[config.mk]
export PLATFORM = sky130hd
export DESIGN_NAME = alu_exec_stage
export DESIGN_NICKNAME = d
export VERILOG_FILES = /design/src/rtl/PkgAlu.sv /design/src/rtl/Adder.sv /design/src/rtl/ArithmeticShiftRight32.sv /design/src/rtl/Compare.sv /design/src/rtl/LogicalShiftLeft32.sv /design/src/rtl/LogicalShiftRight32.sv /design/src/rtl/Subtractor.sv /design/src/rtl/alu_result_mux.sv /design/src/rtl/alu_exec_stage.sv
export SDC_FILE = /design/constraint.sdc
export NUM_CORES = 1
export LEC_CHECK = 0
export CAP_MARGIN = 40
export CELL_PAD_IN_SITES_DETAIL_PLACEMENT = 1
export CELL_PAD_IN_SITES_GLOBAL_PLACEMENT = 2
export CORE_MARGIN = 5
export CORE_UTILIZATION = 36
export CTS_CLUSTER_SIZE = 14
export DETAILED_ROUTE_END_ITERATION = 6
export PLACE_DENSITY_LB_ADDON = 0.1
export SLEW_MARGIN = 10
export SYNTH_ARGS = -nofsm -noshare
export SYNTH_HDL_FRONTEND = slang
export SYNTH_SLANG_ARGS = --single-unit
[constraint.sdc]
create_clock -name clk -period 5.45 [get_ports clk]
set_input_delay 0.8175 -clock clk [delete_from_list [all_inputs] [get_ports clk]]
set_output_delay 0.8175 -clock clk [all_outputs]
set_load 0.02 [all_outputs]
[src/rtl/PkgAlu.sv]
// PkgAlu: shared definitions for the ALU execute stage.
//   AluOp  - 4-bit operation code. Codes 13..15 are undefined and flagged illegal.
//   s1_t   - payload held in the operand stage (op, a, b).
//   s2_t   - payload held in the result stage (result, zero, illegal).
// The tag is kept outside the structs so that its width can follow the
// TAG_WIDTH parameter of the stage.
package PkgAlu;

  localparam int ALU_DW = 32;

  typedef enum logic [3:0] {
    ALU_ADD  = 4'd0,
    ALU_SUB  = 4'd1,
    ALU_SLTU = 4'd2,
    ALU_SLTS = 4'd3,
    ALU_SGTU = 4'd4,
    ALU_SGTS = 4'd5,
    ALU_AND  = 4'd6,
    ALU_OR   = 4'd7,
    ALU_XOR  = 4'd8,
    ALU_NOR  = 4'd9,
    ALU_LSL  = 4'd10,
    ALU_LSR  = 4'd11,
    ALU_ASR  = 4'd12
  } AluOp;

  // The op field is a raw code rather than AluOp so undefined codes survive
  // into the result mux, where they are detected.
  typedef struct packed {
    logic [3:0]        op;
    logic [ALU_DW-1:0] a;
    logic [ALU_DW-1:0] b;
  } s1_t;

  typedef struct packed {
    logic [ALU_DW-1:0] result;
    logic              zero;
    logic              illegal;
  } s2_t;

endpackage

[src/rtl/Adder.sv]
// Adder: combinational wrap-around adder.
//   a, b - operands
//   sum  - a + b modulo 2^WIDTH (carry discarded)
module Adder #(
  parameter int WIDTH = 32
) (
  input  logic [WIDTH-1:0] a,
  input  logic [WIDTH-1:0] b,
  output logic [WIDTH-1:0] sum
);
  assign sum = a + b;
endmodule

[src/rtl/ArithmeticShiftRight32.sv]
// ArithmeticShiftRight32: 32-bit right shift, sign fill.
//   a     - value to shift (two's complement)
//   shamt - shift amount 0..31
//   y     - a >>> shamt
module ArithmeticShiftRight32 (
  input  logic [31:0] a,
  input  logic [4:0]  shamt,
  output logic [31:0] y
);
  assign y = $unsigned($signed(a) >>> shamt);
endmodule

[src/rtl/Compare.sv]
// Compare: unsigned and signed magnitude comparison of two operands.
//   a, b     - operands
//   ltu, lts - a < b (unsigned / signed)
//   gtu, gts - a > b (unsigned / signed)
// Equal operands make all four outputs 0.
module Compare #(
  parameter int WIDTH = 32
) (
  input  logic [WIDTH-1:0] a,
  input  logic [WIDTH-1:0] b,
  output logic             ltu,
  output logic             lts,
  output logic             gtu,
  output logic             gts
);
  assign ltu = a < b;
  assign gtu = a > b;
  assign lts = $signed(a) < $signed(b);
  assign gts = $signed(a) > $signed(b);
endmodule

[src/rtl/LogicalShiftLeft32.sv]
// LogicalShiftLeft32: 32-bit left shift, zero fill.
//   a     - value to shift
//   shamt - shift amount 0..31
//   y     - a << shamt
module LogicalShiftLeft32 (
  input  logic [31:0] a,
  input  logic [4:0]  shamt,
  output logic [31:0] y
);
  assign y = a << shamt;
endmodule

[src/rtl/LogicalShiftRight32.sv]
// LogicalShiftRight32: 32-bit right shift, zero fill.
//   a     - value to shift
//   shamt - shift amount 0..31
//   y     - a >> shamt
module LogicalShiftRight32 (
  input  logic [31:0] a,
  input  logic [4:0]  shamt,
  output logic [31:0] y
);
  assign y = a >> shamt;
endmodule

[src/rtl/Subtractor.sv]
// Subtractor: combinational wrap-around subtractor.
//   a, b - operands
//   diff - a - b modulo 2^WIDTH (borrow discarded)
module Subtractor #(
  parameter int WIDTH = 32
) (
  input  logic [WIDTH-1:0] a,
  input  logic [WIDTH-1:0] b,
  output logic [WIDTH-1:0] diff
);
  assign diff = a - b;
endmodule

[src/rtl/alu_result_mux.sv]
// alu_result_mux: selects the ALU result from the arithmetic unit outputs.
// Purely combinational.
//   op                 - raw 4-bit operation code
//   a, b               - operands (bitwise ops are formed here)
//   sum, diff          - adder / subtractor outputs
//   ltu, lts, gtu, gts - comparator outputs
//   shl, shr, sra      - shifter outputs
//   result             - selected result, 0 for an undefined code
//   illegal            - op is not a defined AluOp code
module alu_result_mux
  import PkgAlu::*;
#(
  parameter int DATA_WIDTH = 32
) (
  input  logic [3:0]            op,
  input  logic [DATA_WIDTH-1:0] a,
  input  logic [DATA_WIDTH-1:0] b,
  input  logic [DATA_WIDTH-1:0] sum,
  input  logic [DATA_WIDTH-1:0] diff,
  input  logic                  ltu,
  input  logic                  lts,
  input  logic                  gtu,
  input  logic                  gts,
  input  logic [DATA_WIDTH-1:0] shl,
  input  logic [DATA_WIDTH-1:0] shr,
  input  logic [DATA_WIDTH-1:0] sra,
  output logic [DATA_WIDTH-1:0] result,
  output logic                  illegal
);
  always_comb begin
    result  = '0;
    illegal = 1'b0;
    case (op)
      ALU_ADD:  result = sum;
      ALU_SUB:  result = diff;
      ALU_SLTU: result = {{(DATA_WIDTH-1){1'b0}}, ltu};
      ALU_SLTS: result = {{(DATA_WIDTH-1){1'b0}}, lts};
      ALU_SGTU: result = {{(DATA_WIDTH-1){1'b0}}, gtu};
      ALU_SGTS: result = {{(DATA_WIDTH-1){1'b0}}, gts};
      ALU_AND:  result = a & b;
      ALU_OR:   result = a | b;
      ALU_XOR:  result = a ^ b;
      ALU_NOR:  result = ~(a | b);
      ALU_LSL:  result = shl;
      ALU_LSR:  result = shr;
      ALU_ASR:  result = sra;
      default:  illegal = 1'b1;
    endcase
  end
endmodule

[src/rtl/alu_exec_stage.sv]
// alu_exec_stage: two-stage pipelined ALU with valid/ready handshakes.
//   S1 registers the accepted op/operands/tag; S2 registers result/flags/tag.
//   Latency is 2 cycles from accept to out_valid, one op per cycle sustained.
// Ports:
//   clk, rst         - clock, asynchronous active-high reset
//   flush            - synchronous kill of everything in flight
//   in_valid/in_ready, in_op, in_a, in_b, in_tag        - operation input
//   out_valid/out_ready, out_result, out_tag, out_zero,
//   out_illegal      - result output (all zero while out_valid=0)
module alu_exec_stage
  import PkgAlu::*;
#(
  parameter int DATA_WIDTH = 32,
  parameter int TAG_WIDTH  = 5
) (
  input  logic                  clk,
  input  logic                  rst,
  input  logic                  flush,
  input  logic                  in_valid,
  output logic                  in_ready,
  input  logic [3:0]            in_op,
  input  logic [DATA_WIDTH-1:0] in_a,
  input  logic [DATA_WIDTH-1:0] in_b,
  input  logic [TAG_WIDTH-1:0]  in_tag,
  output logic                  out_valid,
  input  logic                  out_ready,
  output logic [DATA_WIDTH-1:0] out_result,
  output logic [TAG_WIDTH-1:0]  out_tag,
  output logic                  out_zero,
  output logic                  out_illegal
);

  if (DATA_WIDTH != ALU_DW) begin : g_width_check
    $error("alu_exec_stage supports DATA_WIDTH=32 only");
  end

  s1_t                  s1_reg;
  logic [TAG_WIDTH-1:0] s1_tag_reg;
  logic                 s1_valid_reg;
  s2_t                  s2_reg;
  s2_t                  s2_next;
  logic [TAG_WIDTH-1:0] s2_tag_reg;
  logic                 s2_valid_reg;

  logic s2_adv;
  logic s1_adv;
  logic accept;

  // Handshake: in_ready never looks at in_valid, so no comb loop upstream.
  assign s2_adv   = !s2_valid_reg || out_ready;
  assign s1_adv   = s1_valid_reg && s2_adv;
  assign in_ready = !s1_valid_reg || s1_adv;
  assign accept   = in_valid && in_ready;

  // Arithmetic units between S1 and S2.
  logic [DATA_WIDTH-1:0] sum, diff, shl, shr, sra, mux_result;
  logic                  ltu, lts, gtu, gts, mux_illegal;

  Adder #(.WIDTH(DATA_WIDTH)) u_add (
    .a(s1_reg.a), .b(s1_reg.b), .sum(sum)
  );

  Subtractor #(.WIDTH(DATA_WIDTH)) u_sub (
    .a(s1_reg.a), .b(s1_reg.b), .diff(diff)
  );

  Compare #(.WIDTH(DATA_WIDTH)) u_cmp (
    .a(s1_reg.a), .b(s1_reg.b),
    .ltu(ltu), .lts(lts), .gtu(gtu), .gts(gts)
  );

  // Shift amount is b[4:0]; the upper bits of b are ignored.
  LogicalShiftLeft32 u_lsl (
    .a(s1_reg.a), .shamt(s1_reg.b[4:0]), .y(shl)
  );

  LogicalShiftRight32 u_lsr (
    .a(s1_reg.a), .shamt(s1_reg.b[4:0]), .y(shr)
  );

  ArithmeticShiftRight32 u_asr (
    .a(s1_reg.a), .shamt(s1_reg.b[4:0]), .y(sra)
  );

  alu_result_mux #(.DATA_WIDTH(DATA_WIDTH)) u_mux (
    .op(s1_reg.op), .a(s1_reg.a), .b(s1_reg.b),
    .sum(sum), .diff(diff),
    .ltu(ltu), .lts(lts), .gtu(gtu), .gts(gts),
    .shl(shl), .shr(shr), .sra(sra),
    .result(mux_result), .illegal(mux_illegal)
  );

  always_comb begin
    s2_next.result  = mux_result;
    s2_next.zero    = (mux_result == '0);
    s2_next.illegal = mux_illegal;
  end

  // Valid bits: the only reset state. Flush wins over any transfer, so an
  // input accepted in the flush cycle is dropped and a result handed out in
  // that cycle is simply not replaced.
  always_ff @(posedge clk or posedge rst) begin
    if (rst) begin
      s1_valid_reg <= 1'b0;
      s2_valid_reg <= 1'b0;
    end else if (flush) begin
      s1_valid_reg <= 1'b0;
      s2_valid_reg <= 1'b0;
    end else begin
      if (in_ready) s1_valid_reg <= in_valid;
      if (s2_adv)   s2_valid_reg <= s1_valid_reg;
    end
  end

  // Data registers carry no reset; their contents are only observed through
  // the valid bits.
  always_ff @(posedge clk) begin
    if (accept) begin
      s1_reg.op  <= in_op;
      s1_reg.a   <= in_a;
      s1_reg.b   <= in_b;
      s1_tag_reg <= in_tag;
    end
    if (s1_adv) begin
      s2_reg     <= s2_next;
      s2_tag_reg <= s1_tag_reg;
    end
  end

  // Outputs gated so they read zero whenever nothing valid is held.
  assign out_valid   = s2_valid_reg;
  assign out_result  = s2_valid_reg ? s2_reg.result : '0;
  assign out_tag     = s2_valid_reg ? s2_tag_reg : '0;
  assign out_zero    = s2_valid_reg & s2_reg.zero;
  assign out_illegal = s2_valid_reg & s2_reg.illegal;

endmodule

## Word-level counts from Yosys, hierarchy flattened

Cells that the tools add are included.

| storage, ports and cells | value |
|---|---|
| register bits | 114 |

| operators by class | value |
|---|---|
| magnitude comparators | 4 |
| eq/ne operators | 12 |
| shifts and indexed selects | 3 |
| bitwise gates (word level) | 6 |
| reduce and logical (&&, ||, !) cells | 11 |
| add/subtract/negate cells | 2 |
| mux-type cells | 8 |

Operators with widths:

| cell | number |
|---|---|
| $pmux 32 s13 | 1 |
| $gt 32x32->1 | 2 |
| $lt 32x32->1 | 2 |
| $add 32x32->32 | 1 |
| $and 32x32->32 | 1 |
| $logic_not 32->1 | 1 |
| $mux 32 | 1 |
| $not 32->32 | 1 |
| $or 32x32->32 | 1 |
| $shl 32x5->32 | 1 |
| $shr 32x5->32 | 1 |
| $sshr 32x5->32 | 1 |
| $sub 32x32->32 | 1 |
| $xor 32x32->32 | 1 |
| $eq 4x4->1 const B | 5 |
| $eq 4x3->1 const B | 4 |
| $reduce_or 13->1 | 1 |
| $eq 4x2->1 const B | 2 |
| $mux 1 | 5 |
| $mux 5 | 1 |
| $eq 4x1->1 const B | 1 |
| $logic_not 4->1 | 1 |
| $reduce_bool 2->1 | 2 |
| $and 1x1->1 | 2 |
| other kinds (3) | 6 |

## Depth between registers and ports, before layout

| logic depth | value |
|---|---|
| depth after elaboration | 6 |
| mapped depth | 16 |

## By module

A second synthesis with hierarchy kept.

| second synthesis, totals | value |
|---|---|
| cell total of the unflattened synthesis | 1894 |
| area total of the unflattened synthesis | 17265.3 sq um |

Modules (own cells, without submodules):

| module | times used | cells each | area an instance (sq um) |
|---|---|---|---|
| alu_exec_stage | 1 | 177 | 3793.6 |
| alu_result_mux | 1 | 462 | 3316.9 |
| ArithmeticShiftRight32 | 1 | 275 | 2349.8 |
| Subtractor | 1 | 264 | 1848.0 |
| Adder | 1 | 241 | 1744.2 |
| LogicalShiftLeft32 | 1 | 176 | 1724.2 |
| LogicalShiftRight32 | 1 | 180 | 1641.6 |
| Compare | 1 | 119 | 847.1 |

## Worst setup path after synthesis

OpenSTA, ideal clock, no wires.

| timing path | value |
|---|---|
| path kind | reg-to-reg |
| start point | register, netlist name s1_reg[3] |
| end point | register s2_reg[1] (netlist bit) (data pin) |
| cell stages (with the launch flop) | 16 |
| setup slack | 996 ps |
| setup time | 134 ps |
| arrival time | 4320 ps |
| clock period less this slack | 4454 ps |
| cells stage by stage | edfxtp_1 > inv_1 > clkbuf_1 > clkbuf_1 > ha_1 > nand2_1 > o31ai_1 > and4_1 > a21oi_1 > o31ai_1 > xor2_1 > a221o_1 > or4_1 > or4b_1 > nor4_1 > and4b_1 |

RTL lines:

| item | RTL line | text |
|---|---|---|
| end signal: assignment | alu_exec_stage.sv:125 | `s2_reg <= s2_next;` |
| end: declaration | alu_exec_stage.sv:40 | `s2_t s2_reg;` |

==> impl_metrics.yaml <==
setup_path:
  r2r_end: "s2_reg[1]"
  reg2regPathDepth: 13
  critPathKind: "reg2reg"
  endpoint_kind: "flip-flop"
  worstSetupStartpoint: "s1_reg[2]"
  timing_endpoint_of_the_critical_path: "s2_reg[1]"
  start_kind: "flip-flop"
  r2r_slack_ps: 270
  timing.critical_path.required_ps: 5780
  critical_path_arrival_ps: 5510
  worst_r2r_startpoint: "s1_reg[2]"
  critPathMaxFanout: 60
routing:
  drtPass1Iterations: 5
  avgViaCountPerCell: 6.48
  number_of_drc_violations_after_detailed_routing_iteration_0: 1456
  wirelength_microns: 66600
  detailroute.via_count: 14100
  detail_route.wl_per_cell_microns: 30.6
  postRouteAntennaNets: 0
  drc: 0
die:
  floorplan.rows: 70
  die-width_microns: 203
  vertical_die_dimension_microns: 203
  fp.coreArea_sq_mm: 0.0367
  io-pin-count: 119
  die-area_sq_mm: 0.0411
  effective_utilization_at_floorplan_pct: 36.5
synth:
  synth_enable_flop_cells: 112
  synth_commonest_cells: "148 x sky130_fd_sc_hd__nand2_1, 139 x sky130_fd_sc_hd__nor2_1, 125 x sky130_fd_sc_hd__a21oi_1, 112 x sky130_fd_sc_hd__edfxtp_1, 103 x sky130_fd_sc_hd__inv_1"
  synth_cells: 1604
  yosys_warnings: 0
  netlist-cell-type-count: 95
  synth.avg_cell_area_sq_um: 8.35
  ys.flop_type: "sky130_fd_sc_hd__edfxtp_1"
  synthesis.area_sq_mm: 0.0134
  synth_area_leaders: "sky130_fd_sc_hd__edfxtp_1 25%, sky130_fd_sc_hd__ha_1 9.1%, sky130_fd_sc_hd__a21oi_1 4.7%"
  post-synth-top-area-fraction_pct: 25.1
  synthMostInstantiatedCell: "sky130_fd_sc_hd__nand2_1"
  yosysSeqAreaShare_pct: 25.5
  number_of_flip_flops_and_latches_in_the_synthesized_netlist: 114
  synth_async_sr_flop_share_pct: 1.75
  postSynthNetCount: 1781
  synthDominantAreaCellType: "sky130_fd_sc_hd__edfxtp_1"
timing:
  final_count_of_pins_violating_max_slew: 0
  timing_worst_slew_pin_value_ps: 997
  achievable-frequency_mhz: 193
  timing.final.crit_share_pct: 95.1
  setup-violations-final: 0
  setup_repair_after_global_routing_missed_its_margin: "no"
  finClkSkew_ps: 14.1
  report.final.hold_viol_count: 0
  timing.final.crit_period_ps: 5180
  fin_worst_hold_slack_ps: 421
  max-slew-margin-rel_pct: 33.4
  tns_ps: 0
power_and_ir_drop:
  ir_worst_vdd_mv: 0.281
  leakagePower_nw: 6.05
  power_density_mw_per_mm2: 222
global_routing:
  initial_antenna_violation_count: 1
  grt_usage_pct: 31.4
  grt-ovfl-total: 0
  grt_first_pass_wirelength_microns: 96400
  grt_pass1_vias: 14100
  grt_start_max_net_pins: 61
cts:
  cts_max_level: 4
  cts.reportedPaths.clkPinSlew_ps: 70
  clock-sinks: 114
  num_cts_buffers: 17
  clock_path_buffers: 2
  tritoncts: "done"
  clk_latency_ps: 470
  cts_hold_buf: 0
  cts.repair_timing.setup_buffer_count: 0
  cts-root-buf: "sky130_fd_sc_hd__clkbuf_16"
  post_cts_resized: 0
finish:
  final_nets: 1875
  finish.utilization_pct: 43.1
  proportion_of_layout_cells_with_a_drive_suffix_above_1_pct: 11.5
  post-route-cell-area_sq_mm: 0.0158
  max_ffs_per_register: 68
  area_growth_syn_to_layout_pct: 18.2
  num_antenna_cells: 0
min_path:
  worstHoldPathType: "reg2reg"
placement:
  placed_area_sq_mm: 0.0153
  place.port_buffers: 118
  globalplace.congestion: 0.997
  post-dp-hpwl_microns: 52300
outcome:
  run_status: "complete, no violations"
flow_run:
  maxCapViolCount: 0
## stage by stage
| step | cells | total power [mW] | setup WS [ps] |
|---|---|---|---|
| global route | 2179 | 3.66 | 43.7 |
| floorplan | 1604 | 1.85 | 996 |
| detailed placement | 2147 | 2.36 | 468 |
| finish | 2179 | 3.51 | 268 |
| global placement | 2141 | 2.35 | 151 |
| CTS | 2179 | 3.51 | 426 |
## layer usage
metal	share of wire (%)	track usage (%)	vias up
met5	0.011	0	-
met4	2.6	9.46	2
met3	7.7	6.25	97
met2	44	48.7	634
met1	45	44.4	7101
li1	-	-	6277
## cell families after synthesis
group / Yosys count / synth area share (%)
AO/OA/AOI/OAI: 546 / 27.7
XOR/XNOR: 14 / 0.916
adder cells (fa/ha/maj): 99 / 9.37
buffers and inverters: 218 / 7.00
flip-flops: 114 / 25.5
multiplexers: 105 / 10.9
AND/OR/NAND/NOR: 508 / 18.6
## layout by cell type, fill, tap and decap left out, types with 44 or more instances in the layout
master	netlist	final
sky130_fd_sc_hd__buf_4	1	61
sky130_fd_sc_hd__ha_1	97	97
sky130_fd_sc_hd__inv_1	103	103
sky130_fd_sc_hd__o21ai_0	91	91
sky130_fd_sc_hd__edfxtp_1	112	112
sky130_fd_sc_hd__and2_1	45	44
sky130_fd_sc_hd__nor2_1	139	139
sky130_fd_sc_hd__a21oi_1	125	125
sky130_fd_sc_hd__clkdlybuf4s50_1	0	118
sky130_fd_sc_hd__nand2_1	148	148
## critical path, cell delays in order, from the launching register on
cell,delay [ps]
sky130_fd_sc_hd__edfxtp_1,650
sky130_fd_sc_hd__buf_12,350
sky130_fd_sc_hd__mux2i_1,430
sky130_fd_sc_hd__o21ai_1,140
sky130_fd_sc_hd__a32oi_1,250
sky130_fd_sc_hd__o22ai_1,290
sky130_fd_sc_hd__a2111oi_0,530
sky130_fd_sc_hd__buf_4,200
sky130_fd_sc_hd__o211ai_1,100
sky130_fd_sc_hd__a2111oi_0,790
sky130_fd_sc_hd__nand4bb_1,210
sky130_fd_sc_hd__or4b_1,620
sky130_fd_sc_hd__nor4_1,220
sky130_fd_sc_hd__and4b_1,210
## report_power, final
| group | switching (mW) | internal (mW) |
|---|---|---|
| clock | 0.458 | 0.668 |
| combinational | 0.814 | 0.466 |
| sequential | 0.0700 | 1.04 |
## layout make-up
type                            instances  area, sq um
Sequential cell                       114         3410
Fill cell                            4320        20900
Timing Repair Buffer                  186         1740
Clock inverter                         13          138
Clock buffer                           19          433
Multi-Input combinational cell       1272         9120
Inverter                              107          402
Tap cell                              468          586
## worst min-delay path by stage
stage / slack [ps] / cells past startpoint / endpoint / startpoint
CTS: 420 / 0 / s2_tag_reg[0] / s1_tag_reg[0]
global route: 430 / 0 / s2_tag_reg[3] / s1_tag_reg[3]
detailed placement: 410 / 0 / s2_tag_reg[0] / s1_tag_reg[0]
global placement: 400 / 0 / s2_tag_reg[4] / s1_tag_reg[4]
finish: 420 / 0 / s2_tag_reg[0] / s1_tag_reg[0]
floorplan: 400 / 0 / s2_tag_reg[0] / s1_tag_reg[0]
Note: power is estimated with default switching activity, not from simulation.
